[config.mk]
export PLATFORM = sky130hd
export DESIGN_NAME = hilo_unit_flat
export DESIGN_NICKNAME = d
export VERILOG_FILES = /design/src/rtl/hilo_unit_pkg.sv /design/src/rtl/hilo_unit_if.sv /design/src/rtl/hilo_unit_acc.sv /design/src/rtl/hilo_unit.sv /design/src/flat_wrapper.sv
export SDC_FILE = /design/constraint.sdc
export NUM_CORES = 1
export LEC_CHECK = 0
export ABC_AREA = 1
export CAP_MARGIN = 5
export CELL_PAD_IN_SITES_DETAIL_PLACEMENT = 0
export CELL_PAD_IN_SITES_GLOBAL_PLACEMENT = 2
export CORE_MARGIN = 5
export CORE_UTILIZATION = 28
export DETAILED_ROUTE_END_ITERATION = 7
export GPL_ROUTABILITY_DRIVEN = 0
export PLACE_DENSITY = 0.91
export SLEW_MARGIN = 10
export SYNTH_ARGS = -nofsm -noshare
export SYNTH_HDL_FRONTEND = slang
export SYNTH_SLANG_ARGS = --single-unit
[constraint.sdc]
create_clock -name clk -period 3.9 [get_ports clk]
set_clock_uncertainty 0.15 [all_clocks]
set_input_delay 0.78 -clock clk [delete_from_list [all_inputs] [get_ports clk]]
set_output_delay 0.78 -clock clk [all_outputs]
set_load 0.02 [all_outputs]
[src/rtl/hilo_unit_pkg.sv]
// ----------------------------------------------------------------------------
// hilo_unit_pkg : opcodes, FSM states and helpers for the HI/LO unit
// Rev 1.0
// ----------------------------------------------------------------------------
`default_nettype none

package hilo_unit_pkg;

  localparam logic [2:0] HILO_OP_NOP  = 3'b000;
  localparam logic [2:0] HILO_OP_MTHI = 3'b001;
  localparam logic [2:0] HILO_OP_MTLO = 3'b010;
  localparam logic [2:0] HILO_OP_MUL  = 3'b011;
  localparam logic [2:0] HILO_OP_DIV  = 3'b100;
  localparam logic [2:0] HILO_OP_MADD = 3'b101;
  localparam logic [2:0] HILO_OP_MSUB = 3'b110;

  typedef enum logic [1:0] {
    HILO_IDLE     = 2'd0,
    HILO_DIV_WAIT = 2'd1,
    HILO_ACC      = 2'd2
  } hilo_state_e;

  function automatic logic hilo_is_acc(input logic [2:0] op);
    return (op == HILO_OP_MADD) || (op == HILO_OP_MSUB);
  endfunction

endpackage

`default_nettype wire

[src/rtl/hilo_unit_if.sv]
// ----------------------------------------------------------------------------
// hilo_unit_if : pipeline/multiplier/divider signals of the HI/LO unit
// Rev 1.0
// ----------------------------------------------------------------------------
`default_nettype none

interface hilo_unit_if #(
  parameter int W = 32
);

  logic           flushE;
  logic           op_valid;
  logic [2:0]     op;
  logic           op_signed;
  logic [W-1:0]   src_a;
  logic [W-1:0]   src_b;
  logic [2*W-1:0] mul_prod;
  logic           div_start;
  logic           div_signed;
  logic           div_abort;
  logic           div_done;
  logic [2*W-1:0] div_result;
  logic           stall;
  logic [W-1:0]   hi_out;
  logic [W-1:0]   lo_out;

  modport master (
    output flushE, op_valid, op, op_signed, src_a, src_b, mul_prod,
           div_done, div_result,
    input  div_start, div_signed, div_abort, stall, hi_out, lo_out
  );

  modport slave (
    input  flushE, op_valid, op, op_signed, src_a, src_b, mul_prod,
           div_done, div_result,
    output div_start, div_signed, div_abort, stall, hi_out, lo_out
  );

endinterface

`default_nettype wire

[src/rtl/hilo_unit_acc.sv]
// ----------------------------------------------------------------------------
// hilo_acc : 2W add/sub datapath for MADD/MSUB, wraps modulo 2^(2W)
// Rev 1.0
// ----------------------------------------------------------------------------
`default_nettype none

module hilo_acc #(
  parameter int W = 32
) (
  input  logic [2*W-1:0] hilo_i,
  input  logic [2*W-1:0] acc_p_i,
  input  logic           sub_i,
  output logic [2*W-1:0] res_o
);

  assign res_o = sub_i ? (hilo_i - acc_p_i) : (hilo_i + acc_p_i);

endmodule

`default_nettype wire

[src/rtl/hilo_unit.sv]
// ----------------------------------------------------------------------------
// hilo_unit : HI/LO register pair with MUL/DIV/MADD/MSUB write sequencing
// Rev 1.0
// ----------------------------------------------------------------------------
`default_nettype none

module hilo_unit
  import hilo_unit_pkg::*;
#(
  parameter int W      = 32,
  parameter bit ACC_EN = 1'b1
) (
  input  logic        clk,
  input  logic        resetn,
  hilo_unit_if.slave  bus
);

  hilo_state_e    state_q;
  logic [W-1:0]   hi_q;
  logic [W-1:0]   lo_q;
  logic [2*W-1:0] acc_sum;
  logic           accept;
  logic           acc_op;
  logic           stall_w;

  assign accept = (state_q == HILO_IDLE) && bus.op_valid && !bus.flushE;
  assign acc_op = ACC_EN && hilo_is_acc(bus.op);

  assign bus.div_start  = accept && (bus.op == HILO_OP_DIV);
  assign bus.div_signed = bus.op_signed;
  assign bus.div_abort  = (state_q == HILO_DIV_WAIT) && bus.flushE;
  assign bus.stall      = stall_w;
  assign bus.hi_out     = hi_q;
  assign bus.lo_out     = lo_q;

  always_comb begin
    stall_w = 1'b0;
    case (state_q)
      HILO_IDLE:     stall_w = accept && ((bus.op == HILO_OP_DIV) || acc_op);
      HILO_DIV_WAIT: stall_w = !bus.div_done;
      default:       stall_w = 1'b0;
    endcase
  end

  // Product is captured at acceptance so the add/sub runs off a register
  // rather than chaining the multiplier into the 2W adder.
  generate
    if (ACC_EN) begin : g_acc
      logic [2*W-1:0] acc_p_q;
      logic           sub_q;

      always_ff @(posedge clk or negedge resetn) begin
        if (!resetn) begin
          acc_p_q <= '0;
          sub_q   <= 1'b0;
        end else if (accept && acc_op) begin
          acc_p_q <= bus.mul_prod;
          sub_q   <= (bus.op == HILO_OP_MSUB);
        end
      end

      hilo_acc #(.W(W)) u_acc (
        .hilo_i  ({hi_q, lo_q}),
        .acc_p_i (acc_p_q),
        .sub_i   (sub_q),
        .res_o   (acc_sum)
      );
    end else begin : g_no_acc
      assign acc_sum = {hi_q, lo_q};
    end
  endgenerate

  always_ff @(posedge clk or negedge resetn) begin
    if (!resetn) begin
      state_q <= HILO_IDLE;
      hi_q    <= '0;
      lo_q    <= '0;
    end else begin
      case (state_q)
        HILO_IDLE: begin
          if (accept) begin
            case (bus.op)
              HILO_OP_MTHI: hi_q <= bus.src_a;
              HILO_OP_MTLO: lo_q <= bus.src_a;
              HILO_OP_MUL:  {hi_q, lo_q} <= bus.mul_prod;
              HILO_OP_DIV:  state_q <= HILO_DIV_WAIT;
              HILO_OP_MADD,
              HILO_OP_MSUB: if (ACC_EN) state_q <= HILO_ACC;
              default: ;
            endcase
          end
        end
        // A flush in the same cycle as div_done drops the result.
        HILO_DIV_WAIT: begin
          if (bus.flushE) begin
            state_q <= HILO_IDLE;
          end else if (bus.div_done) begin
            {hi_q, lo_q} <= bus.div_result;
            state_q      <= HILO_IDLE;
          end
        end
        HILO_ACC: begin
          if (!bus.flushE) {hi_q, lo_q} <= acc_sum;
          state_q <= HILO_IDLE;
        end
        default: state_q <= HILO_IDLE;
      endcase
    end
  end

endmodule

`default_nettype wire

[src/flat_wrapper.sv]
// flat-port wrapper written by rule: the top's interface ports become plain ports
module hilo_unit_flat import hilo_unit_pkg::*;
#(
  parameter int W      = 32,
  parameter bit ACC_EN = 1'b1
)
  (clk, resetn, bus_flushE, bus_op_valid, bus_op, bus_op_signed, bus_src_a, bus_src_b, bus_mul_prod, bus_div_done, bus_div_result, bus_div_start, bus_div_signed, bus_div_abort, bus_stall, bus_hi_out, bus_lo_out);
  hilo_unit_if #(.W(W)) bus_i ();
  input  logic clk;
  input  logic resetn;
  input wire logic [$bits(bus_i.flushE)-1:0] bus_flushE;
  input wire logic [$bits(bus_i.op_valid)-1:0] bus_op_valid;
  input wire logic [$bits(bus_i.op)-1:0] bus_op;
  input wire logic [$bits(bus_i.op_signed)-1:0] bus_op_signed;
  input wire logic [$bits(bus_i.src_a)-1:0] bus_src_a;
  input wire logic [$bits(bus_i.src_b)-1:0] bus_src_b;
  input wire logic [$bits(bus_i.mul_prod)-1:0] bus_mul_prod;
  input wire logic [$bits(bus_i.div_done)-1:0] bus_div_done;
  input wire logic [$bits(bus_i.div_result)-1:0] bus_div_result;
  output wire logic [$bits(bus_i.div_start)-1:0] bus_div_start;
  output wire logic [$bits(bus_i.div_signed)-1:0] bus_div_signed;
  output wire logic [$bits(bus_i.div_abort)-1:0] bus_div_abort;
  output wire logic [$bits(bus_i.stall)-1:0] bus_stall;
  output wire logic [$bits(bus_i.hi_out)-1:0] bus_hi_out;
  output wire logic [$bits(bus_i.lo_out)-1:0] bus_lo_out;
  assign bus_i.flushE = bus_flushE;
  assign bus_i.op_valid = bus_op_valid;
  assign bus_i.op = bus_op;
  assign bus_i.op_signed = bus_op_signed;
  assign bus_i.src_a = bus_src_a;
  assign bus_i.src_b = bus_src_b;
  assign bus_i.mul_prod = bus_mul_prod;
  assign bus_i.div_done = bus_div_done;
  assign bus_i.div_result = bus_div_result;
  assign bus_div_start = bus_i.div_start;
  assign bus_div_signed = bus_i.div_signed;
  assign bus_div_abort = bus_i.div_abort;
  assign bus_stall = bus_i.stall;
  assign bus_hi_out = bus_i.hi_out;
  assign bus_lo_out = bus_i.lo_out;
  hilo_unit #(.W(W), .ACC_EN(ACC_EN)) u_core (.clk(clk), .resetn(resetn), .bus(bus_i));
endmodule
Yosys cells after proc, flatten, opt, wreduce, memory -nomap -nowiden:

Cells that the tools add are included.

* register bits after elaboration: 131
* input bits: 201
* output and inout bits: 68
* word-level logic and storage cells: 58

* $add $sub $neg: 2
* equality and inequality tests: 16
* mux-type cells: 19
* reduce and logical (&&, ||, !) cells: 16

Operator list (number)
* 2-to-1 mux 32 bit: 8
* case mux 32 bit (3 select lines): 2
* case mux 32 bit (2 select lines): 2
* adder 64 bit: 1
* 2-to-1 mux 64 bit: 1
* subtractor 64 bit: 1
* != test 3 bit (second input constant): 4
* AND reduction 6 bit: 2
* equality test 3 bit (second input constant): 3
* case mux 2 bit (2 select lines): 2
* equality test 3 x 2 -> 1 bit (second input constant): 2
* logical AND 1 bit: 6
* 2-to-1 mux 2 bit: 3
* != test 2 bit (second input constant): 3
* equality test 3 x 1 -> 1 bit (second input constant): 1
* AND reduction 3 bit: 1
* nonzero test 3 bit: 1
* equality test 2 x 1 -> 1 bit (second input constant): 1
* equality test 2 bit (second input constant): 1
* zero test 1 bit: 2
* zero test 2 bit: 1
* logical OR 1 bit: 2
* != test 2 x 1 -> 1 bit (second input constant): 1
* case mux 1 bit (2 select lines): 1
* OR reduction 2 bit: 1

Logic depth before layout (Yosys ltp):

* depth after elaboration: 5
* depth in mapped cells: 28

By module:

A second synthesis with hierarchy kept.

* cells, all modules: 2980
* area, all modules: 15842.7 µm²

Modules (own cells, without submodules)
* hilo_acc: instances 1, cells each 1785, area an instance 8239.2 µm², seq. area each 0.0 µm²
* hilo_unit: instances 1, cells each 1195, area an instance 7603.5 µm², seq. area each 3278.1 µm²

Worst setup path before layout:

OpenSTA, ideal clock, no wires.

* path kind: reg2reg
* from: reg u_core.g_acc.acc_p_q[0]
* to: reg u_core.hi_q[29] (netlist: u_core.bus.hi_out[29])
* library setup time: 0.117 ns
* arrival: 2.989 ns
* data required time: 3.633 ns
* slack: 0.644 ns
* stages on the path, launching flop included: 25
* buffers on the path: 0
* clock period less this slack: 3.256 ns
* cells stage by stage: dfrtp_1 inv_1 ha_1 nand3_2 nor2_4 nand4_4 o21ai_2 nand2_2 a21oi_4 o21ai_2 xor2_1 ha_1 nand2_1 nor2_1 inv_2 nor2_2 inv_1 nor3_1 nand2_1 nand2_1 nand2_1 nand3_1 nand2_1 nand2_1 nand2_1

* longest elaborated chain between the ends: 4
* elaborated cells on any way between the ends: 5

RTL lines
* start, declared: RTL line hilo_unit.sv:49 `logic [2*W-1:0] acc_p_q;`
* start signal, assigned: RTL line hilo_unit.sv:57 `acc_p_q <= bus.mul_prod;`
* adder 64 bit or subtractor 64 bit (tied branches): RTL line hilo_unit_acc.sv:16 `assign res_o = sub_i ? (hilo_i - acc_p_i) : (hilo_i + acc_p_i);`
* 2-to-1 mux 64 bit *: RTL line hilo_unit_acc.sv:16
* 2-to-1 mux 32 bit *: RTL line hilo_unit.sv:103 `if (!bus.flushE) {hi_q, lo_q} <= acc_sum;`
* case mux 32 bit (3 select lines) *: RTL line hilo_unit.sv:79 `case (state_q)`
* end signal, assigned: RTL line hilo_unit.sv:83 `HILO_OP_MTHI: hi_q <= bus.src_a;`
* end signal, assigned: RTL line hilo_unit.sv:85 `HILO_OP_MUL: {hi_q, lo_q} <= bus.mul_prod;`
* end signal, assigned: RTL line hilo_unit.sv:103
* end, declared: RTL line hilo_unit.sv:19 `logic [W-1:0] hi_q;`

Every way passes the cells marked *; elsewhere a longest branch is shown, timed or not. The select of a mux whose other input is x is not followed.
A chain may end at the register's enable or synchronous reset.

Final worst setup path:

* from: reg u_core.g_acc.acc_p_q[0]
* to: reg u_core.hi_q[23] (netlist: u_core.bus.hi_out[23])

The elaborated chain is that of the path after synthesis.

==> metrics.csv <==
stage,metric,value,unit
outcome,status,finished clean,
cts,clk_latency,0.46,ns
detailed_routing,remaining_drc_errors,0,
detailed_routing,via_per_inst,5.01,
detailed_routing,routed_wl,72800,um
global_route,grt_max_degree,73,
worst_setup_path,criticalPathCategory,register to register,
timing,tightest_slew,0.849,ns
cts,cts_sinks,131,
detailed_routing,drt_iter0_markers,1782,
floorplanning,core,0.0515,sq mm
detailed_routing,vias,17700,
cts,cts-root-buf,clkbuf_16,
timing,fin_crit_sh,0.967,
place,dp.cells,3498,
logic_synthesis,synth-compound-area-share,0.144,
global_route,grt_antenna_before_repair,0,
worst_setup_path,r2r_slack,0.13,ns
floorplanning,die_h,239,um
floorplanning,die_width,239,um
layout,drive_above_1_share,0.152,
worst_setup_path,end_kind,register,
logic_synthesis,synth-adder-area-share,0.0595,
timing,rsz0062_at_grt,true,
place,post-dp-hpwl,60000,um
cts,cts_buffers,17,
logic_synthesis,synth.avg_cell_area,5.75,sq um
logic_synthesis,postSynthCellCount,2542,
floorplanning,start_util,0.284,
logic_synthesis,async_reset_ff_frac,1.00,
detailed_routing,antenna_left,0,
timing,hold_viol,0,
worst_hold_path,hp-class,input pin to async pin,
worst_setup_path,path_buf_inv,6,
timing,drv_slew,0,
floorplanning,die-area,0.0569,sq mm
worst_setup_path,path_common_cell,nand2_1,
global_route,track_usage,0.244,
timing,max_clock_freq,265,MHz
logic_synthesis,synth_top_family_by_area,simple AND/OR/NAND/NOR gates,
timing,setup_viol,0,
cts,path_clk_slew,0.07,ns
layout,fillerInstances,5601,
worst_setup_path,worstPathArrival,3.97,ns
layout,syn_to_final_growth,38.5,%
place,io_buffer_count,234,
detailed_routing,wl_per_cell,20.5,um
global_route,grt_pass1_vias,16700,
flow_run,cap_violations,0,
cts,cts_tree,yes,
layout,fin_area,0.0203,sq mm
cts,hold_buffers,0,
layout,num_antenna_cells,0,
logic_synthesis,yosys.area_share.simple,0.404,
cts,clockBufferDepth,2,
layout,final_util,0.393,
floorplanning,placementRows,83,
place,postPlaceCellArea,0.0184,sq mm
layout,regArea,0.00328,sq mm
layout,final_nets,3121,
floorplanning,pin_count,269,
logic_synthesis,synthMuxAreaShare,0,
logic_synthesis,synth_flop_cell,dfrtp_1,
timing,max_slew_margin,0.433,
logic_synthesis,synth_cell_types,55,
worst_setup_path,crit_fanout,4,
worst_setup_path,cpPeakStageDelay,0.39,ns
layout,multiInputGateArea,0.0105,sq mm
layout,instances_no_fill,3544,
worst_setup_path,cp_slowest_cell,dfrtp_1,
logic_synthesis,netlist_area,0.0146,sq mm
worst_setup_path,required,4.10,ns
detailed_routing,firstDrtPassIters,6,
global_route,grt_overflow_total,0,
logic_synthesis,synth_xor_area_frac,0.0400,
global_route,grt_pass1_wl,104000,um
logic_synthesis,ys_ff_latch,131,
timing,fin_crit,3.77,ns
logic_synthesis,synth_warnings,0,
cts,htreeDepth,4,
logic_synthesis,synth_edf_count,0,
worst_setup_path,critPathLaunchType,register,
logic_synthesis,syn-num-nets,2812,
worst_setup_path,critPathTopFamily,simple AND/OR/NAND/NOR gates,
logic_synthesis,synth-seq-area-share,0.224,
[cells by family (layout without fill, tap and decap cells)]
| family | count (synthesis) | after routing |
|---|---|---|
| flip-flops | 131 | 131 |
| buffers and inverters | 488 | 810 |
| XOR/XNOR | 66 | 66 |
| AND/OR/NAND/NOR | 1401 | 1401 |
| AO/OA/AOI/OAI | 387 | 387 |
| adder cells (fa/ha/maj) | 69 | 69 |
[state kept, by name (all words and copies together), names as in the netlist]
name,flops
u_core.bus.hi_out,32
u_core.g_acc.sub_q,1
u_core.g_acc.acc_p_q,64
u_core.state_q,2
u_core.bus.lo_out,32
[cell usage in the layout (no fill, tap or decap), drive strengths merged, types with 68 or more instances in the layout]
cell type      netlist  routed
ha                  68      68
nand3              160     160
buf                 27     133
nand2              963     963
clkdlybuf4s50        0     233
inv                411     412
dfrtp              131     131
nor2               210     210
a21oi              169     169
o21ai              165     165
[worst paths after layout]
| check | start | end | cells after the start |
|---|---|---|---|
| hold reg to reg | u_core.g_acc.acc_p_q[63] | u_core.g_acc.acc_p_q[63] | 2 |
| setup reg to reg | u_core.g_acc.acc_p_q[0] | u_core.bus.hi_out[23] | 28 |
| setup / recovery | u_core.g_acc.acc_p_q[0] | u_core.bus.hi_out[23] | 28 |
| max in group asynchronous | resetn | u_core.bus.hi_out[30] | 2 |
| min in group clk | u_core.g_acc.acc_p_q[63] | u_core.g_acc.acc_p_q[63] | 2 |
| hold / removal | resetn | u_core.g_acc.acc_p_q[7] | 1 |
[cell type report]
class / instances / share of cell area
clock buffer: 18 / 0.0217
clock inverter: 14 / 0.00994
timing repair buffer: 366 / 0.167
multi-input combinational: 1923 / 0.521
inverter: 412 / 0.0766
tap: 680 / 0.0420
sequential: 131 / 0.162
[synthesized netlist by cell type, types with 2 or more instances]
cell type	count	area (sq um)
a21oi_1	165	826
a21oi_2	3	26.3
a31oi_1	32	200
a41oi_1	3	26.3
and2_1	5	31.3
and3_1	2	12.5
buf_1	9	33.8
buf_2	13	65.1
buf_4	3	22.5
buf_6	2	22.5
clkbuf_1	49	184
dfrtp_1	131	3280
ha_1	68	851
inv_1	403	1510
inv_2	8	30.0
nand2_1	947	3550
nand2_2	11	68.8
nand2_4	5	56.3
nand3_1	154	771
nand3_2	6	60.1
nand3b_1	16	120
nand4_1	19	119
nor2_1	179	672
nor2_2	21	131
nor2_4	9	101
nor3_1	12	60.1
nor3_2	3	30.0
nor4_1	4	25.0
o211ai_1	2	15.0
o21ai_0	133	666
o21ai_1	28	140
o21ai_2	3	26.3
o21bai_1	3	22.5
o221ai_1	2	17.5
o31ai_1	4	30.0
or2_2	3	18.8
xnor2_1	12	105
xor2_1	53	464
[per-stage QoR]
stage	TNS, ns	setup slack (ns)	hold slack [ns]
floorplan	0	0.644	0.311
global placement	-0.0800	-0.0396	0.325
detailed placement	-0.381	-0.0836	0.335
CTS	-0.0227	-0.0227	0.188
global route	-0.532	-0.0838	0.214
finish	0	0.129	0.173
[repair_timing]
action                     4_1_cts  5_1_grt
pin swaps                        6       52
resized for setup               21      214
setup endpoints to repair       11       42
setup buffers                    3       11
[routing by layer]
layer / share of wire / GRT usage
met1: 0.44 / 0.340
met2: 0.44 / 0.378
met3: 0.079 / 0.0348
met4: 0.046 / 0.102
met5: 0 / 0
Power is not shown: default switching activity piles up to over one toggle a cycle in this logic, so the estimate is an artifact.
